==> src/rtl/xor_memory_pkg.sv <==
// ----------------------------------------------------------------------------
// xor_memory_pkg : shared types and default sizing for xor_memory_scheduler
// Rev 1.0
// ----------------------------------------------------------------------------
`default_nettype none

package xor_memory_pkg;

  localparam int DEF_WIDTH = 8;
  localparam int DEF_DEPTH = 256;
  localparam int DEF_PORTS = 2;
  localparam int DEF_REQS  = 4;

  localparam int ADDR_W = $clog2(DEF_DEPTH);
  localparam int REQ_W  = (DEF_REQS > 1) ? $clog2(DEF_REQS) : 1;

  typedef struct packed {
    logic              valid;
    logic [ADDR_W-1:0] addr;
  } hazard_t;

  typedef struct packed {
    logic             valid;
    logic [REQ_W-1:0] req;
  } rsp_map_t;

  // Round-robin successor with wrap at reqs-1.
  function automatic logic [REQ_W-1:0] rr_next(input logic [REQ_W-1:0] idx, input int reqs);
    if (int'(idx) == reqs - 1) return '0;
    return idx + REQ_W'(1);
  endfunction

endpackage

`default_nettype wire

==> src/rtl/rr_port_allocator.sv <==
// ----------------------------------------------------------------------------
// rr_port_allocator : combinational rotating scan granting requests to ports
// Rev 1.0
// ----------------------------------------------------------------------------
`default_nettype none

module rr_port_allocator
  import xor_memory_pkg::*;
#(
  parameter int REQS  = DEF_REQS,
  parameter int PORTS = DEF_PORTS
) (
  input  logic [REQS-1:0]   valid,
  input  logic [REQS-1:0]   we,
  input  logic [ADDR_W-1:0] addr [REQS],
  input  logic [REQ_W-1:0]  rr_ptr,
  input  hazard_t           hazard [PORTS],
  output logic [REQS-1:0]   grant,
  output logic [PORTS-1:0]  port_used,
  output logic [REQ_W-1:0]  port_req [PORTS],
  output logic              any_grant,
  output logic [REQ_W-1:0]  last_idx
);

  logic [REQ_W-1:0] scan [REQS];
  logic [REQS-1:0]  wr_cand;
  logic             elig;
  logic             placed;

  for (genvar i = 0; i < REQS; i++) begin : g_scan
    logic [REQ_W:0] sum;
    logic [REQ_W:0] wrapped;
    assign sum     = {1'b0, rr_ptr} + (REQ_W+1)'(i);
    assign wrapped = sum - (REQ_W+1)'(REQS);
    assign scan[i] = (sum >= (REQ_W+1)'(REQS)) ? wrapped[REQ_W-1:0] : sum[REQ_W-1:0];
  end

  // Writes that survive the write/write collision rule, indexed by scan position.
  // Reads are checked against every such write so a read never races a
  // same-cycle write to its address, whichever order they appear in.
  always_comb begin
    wr_cand = '0;
    for (int i = 0; i < REQS; i++) begin
      wr_cand[i] = valid[scan[i]] & we[scan[i]];
      for (int j = 0; j < i; j++) begin
        if (valid[scan[j]] && we[scan[j]] && (addr[scan[j]] == addr[scan[i]]))
          wr_cand[i] = 1'b0;
      end
    end
  end

  always_comb begin
    grant     = '0;
    port_used = '0;
    any_grant = 1'b0;
    last_idx  = rr_ptr;
    elig      = 1'b0;
    placed    = 1'b0;
    for (int k = 0; k < PORTS; k++) port_req[k] = '0;

    for (int i = 0; i < REQS; i++) begin
      elig = 1'b0;
      if (valid[scan[i]]) begin
        if (we[scan[i]]) begin
          elig = wr_cand[i];
        end else begin
          elig = 1'b1;
          for (int k = 0; k < PORTS; k++)
            if (hazard[k].valid && (hazard[k].addr == addr[scan[i]])) elig = 1'b0;
          for (int j = 0; j < REQS; j++)
            if (wr_cand[j] && (addr[scan[j]] == addr[scan[i]])) elig = 1'b0;
        end
      end
      placed = 1'b0;
      for (int k = 0; k < PORTS; k++) begin
        if (elig && !placed && !port_used[k]) begin
          port_used[k]     = 1'b1;
          port_req[k]      = scan[i];
          grant[scan[i]]   = 1'b1;
          any_grant        = 1'b1;
          last_idx         = scan[i];
          placed           = 1'b1;
        end
      end
    end
  end

endmodule

`default_nettype wire

==> src/rtl/xor_memory_scheduler.sv <==
// ----------------------------------------------------------------------------
// xor_memory_scheduler : shares one multi-port xor_memory among REQS requesters
// Rev 1.0
// ----------------------------------------------------------------------------
`default_nettype none

module xor_memory_scheduler
  import xor_memory_pkg::*;
#(
  parameter int WIDTH = DEF_WIDTH,
  parameter int DEPTH = DEF_DEPTH,
  parameter int PORTS = DEF_PORTS,
  parameter int REQS  = DEF_REQS
) (
  input  logic                     clk,
  input  logic                     rst_n,
  input  logic [REQS-1:0]          req_valid,
  input  logic [REQS-1:0]          req_we,
  input  logic [$clog2(DEPTH)-1:0] req_addr [REQS],
  input  logic [WIDTH-1:0]         req_wdata [REQS],
  output logic [REQS-1:0]          req_ready,
  output logic [REQS-1:0]          rsp_valid,
  output logic [WIDTH-1:0]         rsp_data [REQS],
  output logic [$clog2(DEPTH)-1:0] mem_addr [PORTS],
  output logic [WIDTH-1:0]         mem_d [PORTS],
  output logic [PORTS-1:0]         mem_en,
  input  logic [WIDTH-1:0]         mem_q [PORTS]
);

  logic [REQ_W-1:0] rr_ptr;
  hazard_t          hazard  [PORTS];
  rsp_map_t         rsp_map [PORTS];

  logic [REQS-1:0]  grant;
  logic [PORTS-1:0] port_used;
  logic [PORTS-1:0] port_live;
  logic [PORTS-1:0] port_wr;
  logic [REQ_W-1:0] port_req [PORTS];
  logic             any_grant;
  logic [REQ_W-1:0] last_idx;

  rr_port_allocator #(
    .REQS  (REQS),
    .PORTS (PORTS)
  ) u_alloc (
    .valid     (req_valid),
    .we        (req_we),
    .addr      (req_addr),
    .rr_ptr    (rr_ptr),
    .hazard    (hazard),
    .grant     (grant),
    .port_used (port_used),
    .port_req  (port_req),
    .any_grant (any_grant),
    .last_idx  (last_idx)
  );

  // Nothing is granted or driven to memory while reset is held.
  assign req_ready = grant & {REQS{rst_n}};
  assign port_live = port_used & {PORTS{rst_n}};

  for (genvar k = 0; k < PORTS; k++) begin : g_port
    assign port_wr[k]  = port_live[k] & req_we[port_req[k]];
    assign mem_en[k]   = port_wr[k];
    assign mem_addr[k] = port_live[k] ? req_addr[port_req[k]] : '0;
    assign mem_d[k]    = port_wr[k] ? req_wdata[port_req[k]] : '0;
  end

  always_ff @(posedge clk or negedge rst_n) begin
    if (!rst_n) begin
      rr_ptr <= '0;
      for (int k = 0; k < PORTS; k++) begin
        hazard[k]  <= '0;
        rsp_map[k] <= '0;
      end
    end else begin
      if (any_grant) rr_ptr <= rr_next(last_idx, REQS);
      for (int k = 0; k < PORTS; k++) begin
        hazard[k]  <= '{valid: port_wr[k], addr: req_addr[port_req[k]]};
        rsp_map[k] <= '{valid: port_live[k] & ~port_wr[k], req: port_req[k]};
      end
    end
  end

  // Memory read data arrives one cycle after issue; steer it by last cycle's map.
  always_comb begin
    rsp_valid = '0;
    for (int r = 0; r < REQS; r++) rsp_data[r] = '0;
    for (int k = 0; k < PORTS; k++) begin
      if (rsp_map[k].valid) begin
        rsp_valid[rsp_map[k].req] = 1'b1;
        rsp_data[rsp_map[k].req]  = mem_q[k];
      end
    end
  end

endmodule

`default_nettype wire

==> config.mk <==
export PLATFORM = sky130hd
export DESIGN_NAME = xor_memory_scheduler
export DESIGN_NICKNAME = d
export VERILOG_FILES = /design/src/rtl/xor_memory_pkg.sv /design/src/rtl/rr_port_allocator.sv /design/src/rtl/xor_memory_scheduler.sv
export SDC_FILE = /design/constraint.sdc
export NUM_CORES = 1
export LEC_CHECK = 0
export CORE_ASPECT_RATIO = 0.5
export CORE_MARGIN = 2
export CORE_UTILIZATION = 50
export DETAILED_ROUTE_END_ITERATION = 8
export GPL_TIMING_DRIVEN = 0
export HOLD_SLACK_MARGIN = 0.12
export PLACE_DENSITY_LB_ADDON = 0.15
export SLEW_MARGIN = 20
export SYNTH_ARGS = -nofsm -noshare
export SYNTH_HDL_FRONTEND = slang
export SYNTH_SLANG_ARGS = --single-unit
==> constraint.sdc <==
create_clock -name clk -period 6.85 [get_ports clk]
set_input_delay 1.0275 -clock clk [delete_from_list [all_inputs] [get_ports clk]]
set_output_delay 1.0275 -clock clk [all_outputs]
set_load 0.02 [all_outputs]
==> run_results.csv, run 1 <==
group,metric,value,unit
critical_path,cpLargestDelayFamily,"buffers and inverters",
global_routing,grt_use_total,32.7,%
clock_network,cts-root-buf,"clkbuf_16",
yosys,synth_edf_count,0,
clock_network,clock-sinks,26,
yosys,synth_top_family_by_area,"multiplexers",
yosys,synth_compound_area_share,11.4,%
place,io_buffers,163,
clock_network,htreeDepth,1,
sta,fin_skew,7.56,ps
sta,relSlewSlack,40.6,%
global_routing,antenna_found_initial,1,
sta,setup_viol,0,
drt,vias,5779,
global_routing,globalRoute.totalOverflow,0,
drt,ant_nets,0,
global_routing,grt_max_degree,30,
sta,max_slew.worst_pin.slew,886,ps
drt,avgViaCountPerCell,6.28,
yosys,synth_seq_cells,26,
yosys,ys_seq_area_share,11.8,%
place,place_area,7350,um^2
sta,layout_min_cycle_time,6770,ps
flow_run,max_cap_viol_count,0,
final_layout,design_area,7840,um^2
sta,hold_violations,0,
critical_path,worst-path-buf-inv,11,
clock_network,clk_latency,270,ps
final_layout,final_layout_size_suffix_gt1_share,21.4,%
yosys,synth-xor-area-share,18.6,%
yosys,yosys-top-cells-count,"xnor2_1 (62), nand2_1 (58), mux2i_1 (57)",
critical_path,worst_path_max_delay_cell,"o41a_4",
drt,wirelength,19900,um
clock_network,clk_pin_slew,70,ps
clock_network,cts_tree,"done",
floorplanning,dieHeight,78.3,um
clock_network,cts_max_path_buffers,2,
clock_network,cts_buffers,3,
critical_path,worstPathCellList,"buf_12 -> buf_12 -> buf_12 -> buf_8 -> inv_8 -> ha_4 -> buf_8 -> buf_6 -> mux4_2 -> xnor2_1 -> nand4_1 -> nor3_2 -> o22ai_2 -> o41a_4 -> buf_12 -> xnor2_4 -> mux2i_4 -> o2bb2ai_4 -> buf_4 -> buf_4 -> mux4_2 -> nor3b_2 -> dlygate4sd2_1",
floorplanning,dieArea,12000,um^2
yosys,synth_cell_types,61,
final_layout,fin_util,72.1,%
yosys,synth-async-reset-ratio,100,%
drt,drc_errors,0,
critical_path,start_kind,"flip-flop",
place,dp_hpwl,15100,um
yosys,syn_avg_cell_area,9.61,um^2
drt,wl_per_cell,21.7,um
final_layout,stdcell_count,920,
sta,fmax,148,MHz
critical_path,required,5820,ps
yosys,synthMuxAreaShare,34.3,%
yosys,synth_top_cells_by_area,"mux4_2 (21%), dfrtp_1 (12%), mux2i_1 (10%), xnor2_1 (9.8%), xor2_1 (8.2%)",
critical_path,cp_common_cell,"buf_12",
final_layout,fin_nets,869,
critical_path,max_stage_delay,480,ps
sta,drv_slew,0,
critical_path,worstSetupPathType,"reg -> out",
yosys,syn_nets,669,
yosys,yosysMostFrequentCell,"xnor2_1",
status,outcome,"complete, no violations",
place,gp_congestion,0.991,
yosys,syn_inst,575,
min_path,hold_path_class,"in -> async",
critical_path,path_max_fanout,10,
yosys,netlist_area,5530,um^2
floorplanning,fp-row-count,27,
drt,first_pass_iters,5,
critical_path,crit_arrival,5740,ps
yosys,ys_warn_count,0,
critical_path,end_kind,"output pin",
yosys,synth_top_area_share,21.2,%
final_layout,areaGrowthSynthToFinish,41.9,%
floorplanning,die_w,153,um
global_routing,grt_pass1_wl,30600,um
global_routing,grt_pass1_vias,5550,
yosys,synth_fa_ha_area_share,0.906,%
floorplanning,core-area,10900,um^2
yosys,synthSimpleGateAreaFrac,17.7,%
sta,min_period_over_period,98.8,%
floorplanning,ios,164,
drt,drt_iter0_drc,568,
place,dp_cells,884,
yosys,yosysTopAreaCell,"mux4_2",
yosys,synth-main-ff-cell,"dfrtp_1",
floorplanning,initial_utilization,50.8,%
[kinds of logic (layout without fill, tap and decap cells)]
family          count (synthesis)  in the layout
mux                           115            115
buf+inv                        52            251
xor+xnor                      115            115
fa+ha+maj                       4              4
compound gates                 84             84
simple gates                  179            179
other cells                     0              1
flops                          26             26
[path summary, 6_finish.rpt]
check                           startpoint         to  slack [ps]  cells after the start
worst min register to register   rr_ptr[1]  rr_ptr[1]        1120                      5
max in group asynchronous            rst_n  hazard[1]        5910                      2
worst max register to register   rr_ptr[0]  hazard[8]        1630                     21
min in group clk                 rr_ptr[1]  rr_ptr[1]        1120                      5
worst min-delay path                 rst_n  rr_ptr[1]         750                      2
worst max-delay path             rr_ptr[0]   mem_d[7]          80                     23
[state kept, by name (all words and copies together), names as in the netlist]
signal and count:
rr_ptr 2, rsp_map 6, hazard 18
[per-layer routing]
layer  wire length, um  track usage [%]
met1              8100             43.6
met2              8780             51.7
met3              2680             11.3
met4               389             7.59
met5                 0                0
[through the flow]
step / setup TNS, ps / hold WS (ps) / setup slack [ps]
final: 0 / 748 / 79.2
after floorplan: 0 / 732 / 212
after global routing: -263 / 768 / -64.4
after CTS: 0 / 769 / 5.12
after global placement: -53610 / 1430 / -1720
after detailed placement: -55320 / 1060 / -1780
[cell type report]
class | count | area, um^2
Multi-Input combinational cell | 497 | 4650
Fill cell | 849 | 3040
Timing Repair Buffer | 197 | 1860
Sequential cell | 26 | 652
Buffer | 34 | 324
Tap cell | 145 | 181
Clock buffer | 3 | 75.1
Inverter | 16 | 67.6
Clock inverter | 1 | 30.0
Antenna cell | 1 | 2.50
[layout by cell type (no fill, tap or decap), types with 23 or more instances in the layout]
cell type	count
clkdlybuf4s50_1	128
a21oi_1	23
mux2i_1	56
dfrtp_1	25
xnor2_1	60
nand2_1	57
xor2_1	52
nor2_1	27
buf_4	35
mux4_2	53
[timing repair]
action / CTS / global route
resized for setup: 76 / 36
setup endpoints to repair: 41 / 37
cloned: 0 / 0
pin swaps: 5 / 9
setup buffers: 20 / 13
hold buffers: 0 / 0
Power of run 1 is not shown: default switching activity piles up to over one toggle a cycle in this logic, so the estimate is an artifact.
==> run 2, diff against run 1 <==
--- a/config.mk
+++ b/config.mk
@@ -7,7 +7,7 @@
 export LEC_CHECK = 0
 export CORE_ASPECT_RATIO = 0.5
 export CORE_MARGIN = 2
-export CORE_UTILIZATION = 50
+export CORE_UTILIZATION = 35
 export DETAILED_ROUTE_END_ITERATION = 8
 export GPL_TIMING_DRIVEN = 0
 export HOLD_SLACK_MARGIN = 0.12
==> run_results.csv, run 2 (same netlist as run 1, synthesis figures left out) <==
group,metric,value,unit
critical_path,rrSetupSlack,1500,ps
sta,finalSetupTns,0,ps
global_routing,grt_pass1_vias,5500,
floorplanning,fp-row-count,32,
place,gp_congestion,0.927,
critical_path,worstSetupPathType,"reg -> out",
critical_path,crit_arrival,5750,ps
final_layout,layout_common_cells,"clkdlybuf4s50_1 (128), xnor2_1 (60), nand2_1 (56), mux2i_1 (56), mux4_2 (53)",
place,dp_hpwl,16300,um
floorplanning,core-area,15400,um^2
global_routing,antenna_found_initial,1,
drt,first_pass_iters,4,
place,io_buffers,163,
final_layout,largestRegisters,"hazard x18, rsp_map x6, rr_ptr x2",
sta,hold_slack,621,ps
critical_path,reg2reg_from,"rr_ptr[0]",
critical_path,start_kind,"flip-flop",
global_routing,grt_use_total,24.7,%
sta,setup_viol,0,
critical_path,timing.rr.end,"rsp_map[2]",
place,place_area,7430,um^2
critical_path,startpoint,"rr_ptr[0]",
final_layout,areaGrowthSynthToFinish,42.2,%
flow_run,max_cap_viol_count,0,
min_path,hold_path_class,"in -> async",
drt,wl_per_cell,21.5,um
clock_network,clk_pin_slew,80,ps
critical_path,worstRegToRegCells,21,
critical_path,end_kind,"output pin",
final_layout,final_common_cell,"clkdlybuf4s50_1",
drt,drc_errors,0,
global_routing,grt_max_degree,24,
sta,fmax,147,MHz
global_routing,grt_pass1_wl,32000,um
floorplanning,ios,164,
critical_path,cp-endpoint,"mem_addr[0]",
clock_network,clk_latency,280,ps
sta,drv_slew,0,
critical_path,required,5820,ps
sta,layout_min_cycle_time,6780,ps
drt,ant_nets,0,
status,outcome,"complete, no violations",
final_layout,fin_nets,865,
clock_network,clock-sinks,26,
clock_network,cts-root-buf,"clkbuf_16",
global_routing,globalRoute.totalOverflow,0,
clock_network,cts_max_path_buffers,2,
floorplanning,dieHeight,92.8,um
sta,fin_skew,10.4,ps
floorplanning,dieArea,16900,um^2
sta,relSlewSlack,32.6,%
sta,min_period_over_period,99.0,%
floorplanning,die_w,182,um
drt,vias,5670,
drt,drt_iter0_drc,435,
sta,max_slew.worst_pin.slew,1010,ps
final_layout,diodes,0,
final_layout,design_area,7860,um^2
clock_network,htreeDepth,1,
sta,hold_violations,0,
clock_network,cts_tree,"done",
final_layout,largest_reg_flops,18,
critical_path,path_max_fanout,10,
floorplanning,initial_utilization,35.8,%
final_layout,final_layout_size_suffix_gt1_share,22.3,%
drt,avgViaCountPerCell,5.82,
drt,wirelength,21000,um
clock_network,cts_buffers,3,
final_layout,top_register,"hazard",
## run 2: cell types whose count changed in the layout (fill, tap and decap cells not counted), sizes merged
| cell | previous run | this run |
|---|---|---|
| clkdlybuf4s15 | 8 | 0 |
| buf | 65 | 69 |
| clkbuf | 16 | 17 |
| diode | 1 | 0 |
| dlygate4sd2 | 17 | 16 |
## run 2: what timing repair did
| action | CTS | global route |
|---|---|---|
| gates cloned | 0 | 0 |
| setup endpoints to repair | 49 | 38 |
| setup buffers | 13 | 16 |
| resized for setup | 90 | 47 |
| pin swaps | 4 | 10 |
| hold buffers | 0 | 0 |
## run 2: worst min-delay path by stage
stage | endpoint
floorplan | hazard[0]
global placement | rr_ptr[1]
detailed placement | hazard[8]
CTS | hazard[8]
global route | hazard[8]
finish | hazard[8]
## run 2: area by class of cell
cell class | count | area (um^2)
fillers | 1444 | 7560
plain buffers | 34 | 335
multi-input cells | 497 | 4680
well taps | 204 | 255
clock inverters | 1 | 30.0
inverters | 16 | 67.6
repair buffers | 193 | 1770
clock buffers | 3 | 75.1
flip-flops and latches | 26 | 653
## run 2: metal layers
metal	GRT usage [%]	vias to the layer above	share of wire, %
met1	35.2	2814	46
met2	38.2	278	44
met4	3.05	0	0.55
met5	0	-	0
met3	6.92	8	10
li1	-	2570	-
## run 2: worst max-delay path: stages (launching register included)
cell	delay, ps
dfrtp_2	400
buf_12	160
buf_12	160
buf_12	160
buf_8	180
inv_8	70
ha_4	360
buf_12	170
buf_6	170
mux4_2	400
xnor2_1	220
nand4_1	250
nor3_2	270
o22ai_2	140
o41a_4	490
buf_4	170
xnor2_4	150
mux2i_4	170
o2bb2ai_4	200
buf_4	180
mux4_2	510
and2_1	150
dlygate4sd2_1	310
## run 2: stage by stage
stage	util (%)	worst slack, ps	cells
3_5_place_dp	48.2	-1880	943
2_1_floorplan	-	212	575
6_report	51.0	69.7	974
3_3_place_gp	48.1	-1880	942
4_1_cts	49.8	8.92	958
5_1_grt	51.0	-16.2	974
Power of run 2 is left out for the same reason.
==> run 3, diff against run 2 <==
--- a/config.mk
+++ b/config.mk
@@ -7,7 +7,7 @@
 export LEC_CHECK = 0
 export CORE_ASPECT_RATIO = 0.5
 export CORE_MARGIN = 2
-export CORE_UTILIZATION = 35
+export CORE_UTILIZATION = 45
 export DETAILED_ROUTE_END_ITERATION = 8
 export GPL_TIMING_DRIVEN = 0
 export HOLD_SLACK_MARGIN = 0.12
==> run_results.csv, run 3 (same netlist as run 1, synthesis figures left out) <==
group,metric,value,unit
status,outcome,"complete, no violations",
sta,hold_violations,0,
sta,fmax,150,MHz
global_routing,grt_use_met2,47.5,%
critical_path,crit_arrival,5650,ps
global_routing,grt_pass1_vias,5459,
sta,drv_slew,0,
floorplanning,die_w,161,um
sta,timing.final.ws_setup,171,ps
floorplanning,ios,164,
final_layout,fin_nets,862,
critical_path,path_max_fanout,10,
floorplanning,initial_utilization,46.4,%
global_routing,grt_busiest_layer,"met2",
final_layout,areaGrowthSynthToFinish,41.2,%
flow_run,max_cap_viol_count,0,
drt,wirelength,20000,um
min_path,hold_path_class,"in -> async",
global_routing,grt_max_degree,29,
critical_path,max_stage_delay,500,ps
drt,first_pass_iters,8,
drt,drt_iter0_drc,574,
final_layout,layout_common_cells,"clkdlybuf4s50_1 (128), xnor2_1 (62), nand2_1 (57), mux2i_1 (57), mux4_2 (53)",
place,gp_congestion,0.945,
drt,avgViaCountPerCell,6.17,
clock_network,cts-root-buf,"clkbuf_16",
global_routing,antenna_found_initial,0,
final_layout,largestRegisters,"hazard x18, rsp_map x6, rr_ptr x2",
global_routing,grt_use_met3,10.6,%
floorplanning,fp-row-count,28,
critical_path,cpLargestDelayFamily,"buffers and inverters",
floorplanning,core-area,11900,um^2
sta,fin_skew,17.1,ps
global_routing,grt_use_total,29.7,%
critical_path,cp_common_cell,"buf_12",
final_layout,final_layout_size_suffix_gt1_share,20.2,%
global_routing,grt_pass1_wl,30000,um
clock_network,htreeDepth,1,
place,io_buffers,163,
sta,relSlewSlack,41.0,%
drt,ant_nets,0,
drt,wl_per_cell,21.4,um
clock_network,clock-sinks,26,
final_layout,largest_reg_flops,18,
sta,rsz0062_at_grt,"no",
critical_path,worst-path-buf-inv,9,
drt,vias,5750,
final_layout,top_register,"hazard",
clock_network,clk_pin_slew,90,ps
floorplanning,dieHeight,82.4,um
clock_network,cts_max_path_buffers,2,
final_layout,stdcell_count,932,
clock_network,cts_buffers,3,
final_layout,diodes,0,
sta,setup_viol,0,
critical_path,worstPathCellList,"buf_12 -> buf_12 -> buf_12 -> buf_12 -> inv_8 -> ha_4 -> buf_4 -> mux4_2 -> xnor2_1 -> nand4_1 -> or3_1 -> or3_1 -> o22ai_4 -> o41a_4 -> buf_6 -> nand3_4 -> mux2i_4 -> o2bb2ai_4 -> buf_6 -> mux4_2 -> and2_1 -> dlygate4sd2_1",
critical_path,required,5820,ps
drt,drc_errors,0,
critical_path,worst_path_max_delay_cell,"mux4_2",
final_layout,final_common_cell,"clkdlybuf4s50_1",
place,dp_cells,904,
clock_network,clk_latency,290,ps
critical_path,end_kind,"output pin",
final_layout,fillers,966,
floorplanning,dieArea,13200,um^2
global_routing,globalRoute.totalOverflow,0,
sta,max_slew.worst_pin.slew,881,ps
place,dp_hpwl,15500,um
critical_path,worstSetupPathType,"reg -> out",
place,dp_slack,-1810,ps
clock_network,cts_tree,"done",
sta,layout_min_cycle_time,6680,ps
global_routing,grt.met1_usage,39.9,%
critical_path,start_kind,"flip-flop",
sta,min_period_over_period,97.5,%
==> run 3: cell count changes in the layout (fill, tap and decap cells not counted), sizes merged <==
cell and delta:
buf -3, dlygate4sd2 +8, clkbuf -8
==> run 3: worst paths after layout <==
kind,start,end,slack (ps),cells past startpoint
min,rst_n,hazard[8],530,1
min reg2reg,rr_ptr[1],rr_ptr[1],1110,5
max in group asynchronous,rst_n,hazard[3],5920,2
min in group clk,rr_ptr[1],rr_ptr[1],1110,5
max,rr_ptr[0],mem_addr[0],170,22
max reg2reg,rr_ptr[0],rsp_map[2],1560,21
==> run 3: what timing repair did <==
item                                    in CTS  in global routing
buffers inserted                            14                 12
endpoints found under the setup margin      48                 38
gates resized for setup                     85                 30
pin swaps                                    3                  8
hold buffers                                 0                  0
==> run 3: through the flow <==
stage / TNS (ps) / utilization (%) / hold WS (ps) / area [um^2]
6_report: 0 / 65.5 / 534 / 7800
5_1_grt: 0 / 65.5 / 542 / 7800
3_5_place_dp: -59390 / 61.9 / 848 / 7380
2_1_floorplan: 0 / - / 732 / 5530
4_1_cts: 0 / 64.3 / 540 / 7660
3_3_place_gp: -57560 / 61.8 / 1440 / 7360
==> run 3: routing by layer <==
layer,share of wire [%],up-vias
met3,13,20
li1,-,2572
met4,0.91,0
met2,44,355
met1,42,2803
met5,0,-
==> run 3: cell type report <==
| type | instances | area [um^2] | share of cell area [%] |
|---|---|---|---|
| multi-input cells | 497 | 4650 | 59.6 |
| repair buffers | 190 | 1790 | 22.9 |
| flip-flops and latches | 26 | 652 | 8.36 |
| plain buffers | 34 | 329 | 4.22 |
| well taps | 165 | 206 | 2.65 |
| clock buffers | 3 | 75.1 | 0.962 |
| inverters | 16 | 67.6 | 0.866 |
| clock inverters | 1 | 30.0 | 0.385 |
Power of run 3 is left out for the same reason.
